### config.mk
export PLATFORM = sky130hd
export DESIGN_NAME = fetch_unit
export DESIGN_NICKNAME = d
export VERILOG_FILES = /design/src/rtl/fetch_pkg.sv /design/src/rtl/fetch_timer.sv /design/src/rtl/fetch_unit.sv
export SDC_FILE = /design/constraint.sdc
export NUM_CORES = 1
export LEC_CHECK = 0
export BUFFER_PORTS_ARGS = -buffer_cell sky130_fd_sc_hd__clkbuf_2
export CAP_MARGIN = 40
export CORE_UTILIZATION = 44
export DETAILED_ROUTE_END_ITERATION = 10
export GPL_TIMING_DRIVEN = 0
export HOLD_SLACK_MARGIN = 0.03
export PLACE_DENSITY = 0.79
export SLEW_MARGIN = 10
export SYNTH_ARGS = -nofsm -noshare
export SYNTH_HDL_FRONTEND = slang
export SYNTH_SLANG_ARGS = --single-unit
### constraint.sdc
create_clock -name clk -period 2.06 [get_ports clk]
set_input_delay 0.412 -clock clk [delete_from_list [all_inputs] [get_ports clk]]
set_output_delay 0.412 -clock clk [all_outputs]
set_load 0.02 [all_outputs]
### src/rtl/fetch_pkg.sv
// Shared types and constants for the instruction fetch unit.
package fetch_pkg;

    typedef enum logic [1:0] {
        ST_IDLE = 2'd0,
        ST_REQ  = 2'd1,
        ST_RESP = 2'd2,
        ST_DROP = 2'd3
    } fetch_state_e;

    localparam logic [31:0] NOP_INSN        = 32'h0000_0013;
    // Byte-offset bits inside a 32-bit word; clearing them word-aligns an address.
    localparam logic [1:0]  WORD_ALIGN_MASK = 2'b11;

    function automatic logic is_word_aligned(input logic [1:0] lsb);
        return ((lsb & WORD_ALIGN_MASK) == 2'b00);
    endfunction

endpackage

### src/rtl/fetch_timer.sv
// Cycle counter that flags an abandoned memory read; used only with FETCH_TIMEOUT_EN.
module fetch_timer #(
    parameter int TIMEOUT_CYC = 16
) (
    input  logic clk,
    input  logic rst,
    input  logic clear,
    input  logic run,
    output logic expired
);

    localparam int CNT_W = $clog2(TIMEOUT_CYC + 1);

    logic [CNT_W-1:0] count_r;

    // Count cycles spent waiting; restart whenever a waiting state is (re)entered.
    always_ff @(posedge clk) begin
        if (rst) begin
            count_r <= '0;
        end else if (clear || !run) begin
            count_r <= '0;
        end else begin
            count_r <= count_r + 1'b1;
        end
    end

    assign expired = run && (count_r == CNT_W'(TIMEOUT_CYC - 1));

endmodule

### src/rtl/fetch_unit.sv
// Single-outstanding instruction fetch unit with flush handling.
// Optional abandon-on-timeout behaviour and fetch_err port enabled by FETCH_TIMEOUT_EN.
module fetch_unit
    import fetch_pkg::*;
#(
    parameter int ADDR_W      = 32,
    parameter int TIMEOUT_CYC = 16
) (
    input  logic              clk,
    input  logic              rst,
    input  logic [ADDR_W-1:0] pc,
    input  logic              fetch_req,
    input  logic              flush,
    output logic [31:0]       instruction,
    output logic              inst_valid,
    output logic              busy,
    output logic              mem_req,
    output logic [ADDR_W-1:0] mem_addr,
    input  logic              mem_ack,
    input  logic [31:0]       mem_rdata
`ifdef FETCH_TIMEOUT_EN
    ,
    output logic              fetch_err
`endif
);

    fetch_state_e state_r;
    logic         valid_r;
    logic         timeout_s;
    logic         abandon_s;

`ifdef FETCH_TIMEOUT_EN
    logic timer_clear_s;

    // Moving REQ -> DROP keeps mem_req high, so the timer must be told to restart.
    assign timer_clear_s = (state_r == ST_REQ) && flush && !mem_ack;

    fetch_timer #(
        .TIMEOUT_CYC (TIMEOUT_CYC)
    ) u_fetch_timer (
        .clk     (clk),
        .rst     (rst),
        .clear   (timer_clear_s),
        .run     (mem_req),
        .expired (timeout_s)
    );
`else
    assign timeout_s = 1'b0;
`endif

    // An ack or a flush in REQ outranks an expiring timer.
    assign abandon_s = timeout_s && !mem_ack &&
                       ((state_r == ST_DROP) || ((state_r == ST_REQ) && !flush));

    // Fetch sequencing: state, captured instruction and memory handshake.
    always_ff @(posedge clk) begin
        if (rst) begin
            state_r     <= ST_IDLE;
            instruction <= NOP_INSN;
            valid_r     <= 1'b0;
            busy        <= 1'b0;
            mem_req     <= 1'b0;
            mem_addr    <= '0;
        end else begin
            case (state_r)
                ST_IDLE: begin
                    valid_r <= 1'b0;
                    if (fetch_req && !flush) begin
                        busy <= 1'b1;
                        if (is_word_aligned(pc[1:0])) begin
                            state_r  <= ST_REQ;
                            mem_req  <= 1'b1;
                            mem_addr <= {pc[ADDR_W-1:2], pc[1:0] & ~WORD_ALIGN_MASK};
                        end else begin
                            state_r     <= ST_RESP;
                            instruction <= NOP_INSN;
                            valid_r     <= 1'b1;
                        end
                    end
                end
                ST_REQ: begin
                    if (mem_ack) begin
                        mem_req <= 1'b0;
                        if (flush) begin
                            state_r <= ST_IDLE;
                            busy    <= 1'b0;
                        end else begin
                            state_r     <= ST_RESP;
                            instruction <= mem_rdata;
                            valid_r     <= 1'b1;
                        end
                    end else if (flush) begin
                        state_r <= ST_DROP;
                    end else if (abandon_s) begin
                        state_r     <= ST_RESP;
                        mem_req     <= 1'b0;
                        instruction <= NOP_INSN;
                        valid_r     <= 1'b1;
                    end
                end
                ST_RESP: begin
                    state_r <= ST_IDLE;
                    valid_r <= 1'b0;
                    busy    <= 1'b0;
                end
                ST_DROP: begin
                    if (mem_ack || abandon_s) begin
                        state_r <= ST_IDLE;
                        mem_req <= 1'b0;
                        busy    <= 1'b0;
                    end
                end
                default: begin
                    state_r <= ST_IDLE;
                    valid_r <= 1'b0;
                    busy    <= 1'b0;
                    mem_req <= 1'b0;
                end
            endcase
        end
    end

`ifdef FETCH_TIMEOUT_EN
    // Timeout pulse coincides with the NOP response (REQ) or the return to IDLE (DROP).
    always_ff @(posedge clk) begin
        if (rst) begin
            fetch_err <= 1'b0;
        end else begin
            fetch_err <= abandon_s;
        end
    end
`endif

    // A redirect arriving in the response cycle cancels the delivery.
    assign inst_valid = valid_r && !flush;

endmodule

==> impl_metrics.json <==
{
  "postRouteAntennaNets": 0,
  "die_width_um": 77.2,
  "area_delta_synth_final_pct": 40.8,
  "irDropWorstVdd_v": 0.000615,
  "multi_input_comb_area_um2": 1050,
  "fill_cells": 485,
  "drc": 0,
  "port_buffers": 133,
  "cellPowerDensity_nw_per_um2": 830,
  "grt_pass1_vias": 2278,
  "p_leak_nw": 1.65,
  "r2r_start": "state_r[0]$_SDFFE_PP0P_",
  "clockBufferDepth": 2,
  "fin_crit_sh": 0.929,
  "fmax_mhz": 523,
  "rr_endpoint": "instruction[1]$_SDFFE_PP1P_",
  "yosys_warnings": 0,
  "max_stage_delay_ns": 0.37,
  "initial_utilization": 0.455,
  "numCtsBuffers": 9,
  "max_cap_viol_count": 0,
  "place_hpwl_um": 4490,
  "grt_max_degree": 13,
  "path_cells": "inv_1, ha_4, nor3b_2, a2111oi_4, and3b_1, buf_4, buf_6, a22oi_1",
  "synth_edf_count": 0,
  "drive_gt1_frac": 0.399,
  "setup_violations": 0,
  "seq_area_um2": 1340,
  "place_congestion": 0.884,
  "status": "finished clean",
  "yosysSeqAreaShare": 0.538,
  "cts_tree": "built",
  "postLayoutCoreUtil": 0.641,
  "fin_skew_ns": 0.0102,
  "cp.arrival_ns": 2.12,
  "hp-class": "in2reg",
  "critPathRequiredTime_ns": 2.27,
  "ys.flop_type": "dfxtp_1",
  "reg2reg_depth": 8,
  "io_pins": 136,
  "hold_viol": 0,
  "worst_hold_slack_ns": 0.288,
  "min_period_ns": 1.91,
  "worstSetupPathType": "reg2reg",
  "avgViaCountPerCell": 4.96,
  "core_area_um2": 5470,
  "ys_types": 33,
  "cpMaxStageDelayCell": "dfxtp_2",
  "clock-sinks": 67,
  "ys_ff_latch": 67,
  "via_count": 2419,
  "grt_use_total": 0.211,
  "whs_endpoint": "mem_addr[10]$_SDFFE_PP0P_",
  "synth_cells": 266,
  "ff2ff_setup_slack_ns": 0.15,
  "htree_levels": 3,
  "min_from": "pc[10]",
  "end_kind": "register",
  "holdPathStages": 3,
  "rows": 27,
  "die_y_um": 77.2,
  "cts_root_buf": "clkbuf_8",
  "rsz0062_at_grt": "false",
  "critPathMaxFanout": 10,
  "layout.nets": 486,
  "synth-async-reset-ratio": 0,
  "drt-total-wl_um": 5990,
  "post_drt_wl_per_cell_um": 12.3,
  "clkTransAtPathRegs_ns": 0.08,
  "grt_pass1_wl_um": 10000,
  "post_cts_buffers": 0,
  "diodes": 0,
  "clock_latency_ns": 0.34,
  "avgSynthCellArea_um2": 9.37,
  "syn_area_um2": 2490,
  "critPathLaunchType": "register",
  "first_iter_violations": 68,
  "dieArea_um2": 5970,
  "slew_headroom": 0.669,
  "finalPower_mw": 2.91,
  "antenna_found_initial": 0,
  "worst_slew_pin_slew_ns": 0.485,
  "globalRouteOverflowTotal": 0,
  "dr.pass1.iters": 4,
  "finalMaxSlewViolations": 0
}
## worst max path at each step
stage                            start                      endpoint  depth (start not counted)
2_1_floorplan  state_r[1]$_SDFFE_PP0P_   instruction[0]$_SDFFE_PP1P_                          8
3_3_place_gp   state_r[1]$_SDFFE_PP0P_  instruction[28]$_SDFFE_PP0P_                          7
3_5_place_dp   state_r[0]$_SDFFE_PP0P_  instruction[23]$_SDFFE_PP0P_                          7
4_1_cts        state_r[0]$_SDFFE_PP0P_  instruction[23]$_SDFFE_PP0P_                          8
5_1_grt        state_r[0]$_SDFFE_PP0P_   instruction[4]$_SDFFE_PP1P_                          8
6_report       state_r[0]$_SDFFE_PP0P_   instruction[1]$_SDFFE_PP1P_                          8
## repair_timing
action	CTS	global route
hold buffers	0	0
gates resized for setup	4	5
pin swaps	1	1
setup endpoints to repair	17	30
gates cloned	0	0
## cells in the mapped netlist (2+ instances only)
cell type   n  area [um^2]
dfxtp_1    67         1340
nand2_1    64          240
a21oi_1    34          170
a22o_1     29          254
clkbuf_1   10         37.5
inv_1       9         33.8
ha_1        6         75.1
nor2_1      5         18.8
nor2b_1     5         31.3
a22oi_1     3         22.5
buf_2       3         15.0
buf_4       3         22.5
buf_6       3         33.8
o21ai_0     3         15.0
mux2i_1     2         20.0
nand2b_1    2         12.5
o31ai_1     2         15.0
## metrics by stage
stage          setup WS, ns  cells  cell area [um^2]  TNS (ns)
3_5_place_dp       -0.00218    472              3250  -0.00285
3_3_place_gp         0.0275    472              3250         0
6_report              0.147    488              3510         0
2_1_floorplan         0.299    267              2490         0
5_1_grt              0.0244    488              3510         0
4_1_cts              0.0523    488              3490         0
## cell usage in the layout (no fill, tap or decap), drive strengths merged, types with 2 or more instances in the layout
master and instances:
dfxtp 67, a21oi 34, clkinv 3, bufinv 2, a2111oi 2, inv 9, a22o 29, nor2b 5
buf 9, clkbuf 153, ha 6, nand2b 3, nand2 64, nor2 5, a22oi 3, o21ai 3
o31ai 2, mux2i 2, conb 2
## worst max-delay path: cells and delay by family (launching register included)
kind            cells  cell delay [ns]
flops               1             0.37
compound gates      2             0.42
buf+inv             3             0.41
simple gates        2             0.38
fa+ha+maj           1             0.21
## routing by layer
metal  GRT usage  vias up  part of all wire
met2       0.347      111              0.47
met5           0        -                 0
met4       0.102        0             0.021
li1            -     1201                 -
met1       0.243     1093              0.42
met3      0.0750       14             0.088
## final cells by class
cell class,count,area share
sequential,67,0.383
timing repair buffer,133,0.190
tap,72,0.0257
buffer,19,0.0310
multi-input combinational,172,0.299
clock inverter,6,0.0257
clock buffer,10,0.0364
inverter,9,0.00963
## cell families (layout without fill, tap and decap cells)
logic type,after synthesis,count (layout),share of synthesized area
AO/OA/AOI/OAI,76,76,0.212
adder cells (fa/ha/maj),6,6,0.0301
buffers and inverters,28,177,0.0573
flip-flops,67,67,0.538
multiplexers,2,2,0.00804
other,1,2,0.00151
AND/OR/NAND/NOR,86,86,0.152
## flip-flops by register name (all words and copies together), names as in the netlist
register     flops
state_r          2
mem_addr        30
mem_req          1
instruction     32
valid_r          1
busy             1
## power by group
part	leakage [nW]	switching [mW]	internal, mW
clock network	0.106	0.487	0.683
registers	0.542	0.0205	1.33
logic	1.01	0.222	0.169
Power figures use the tool's default switching activity.
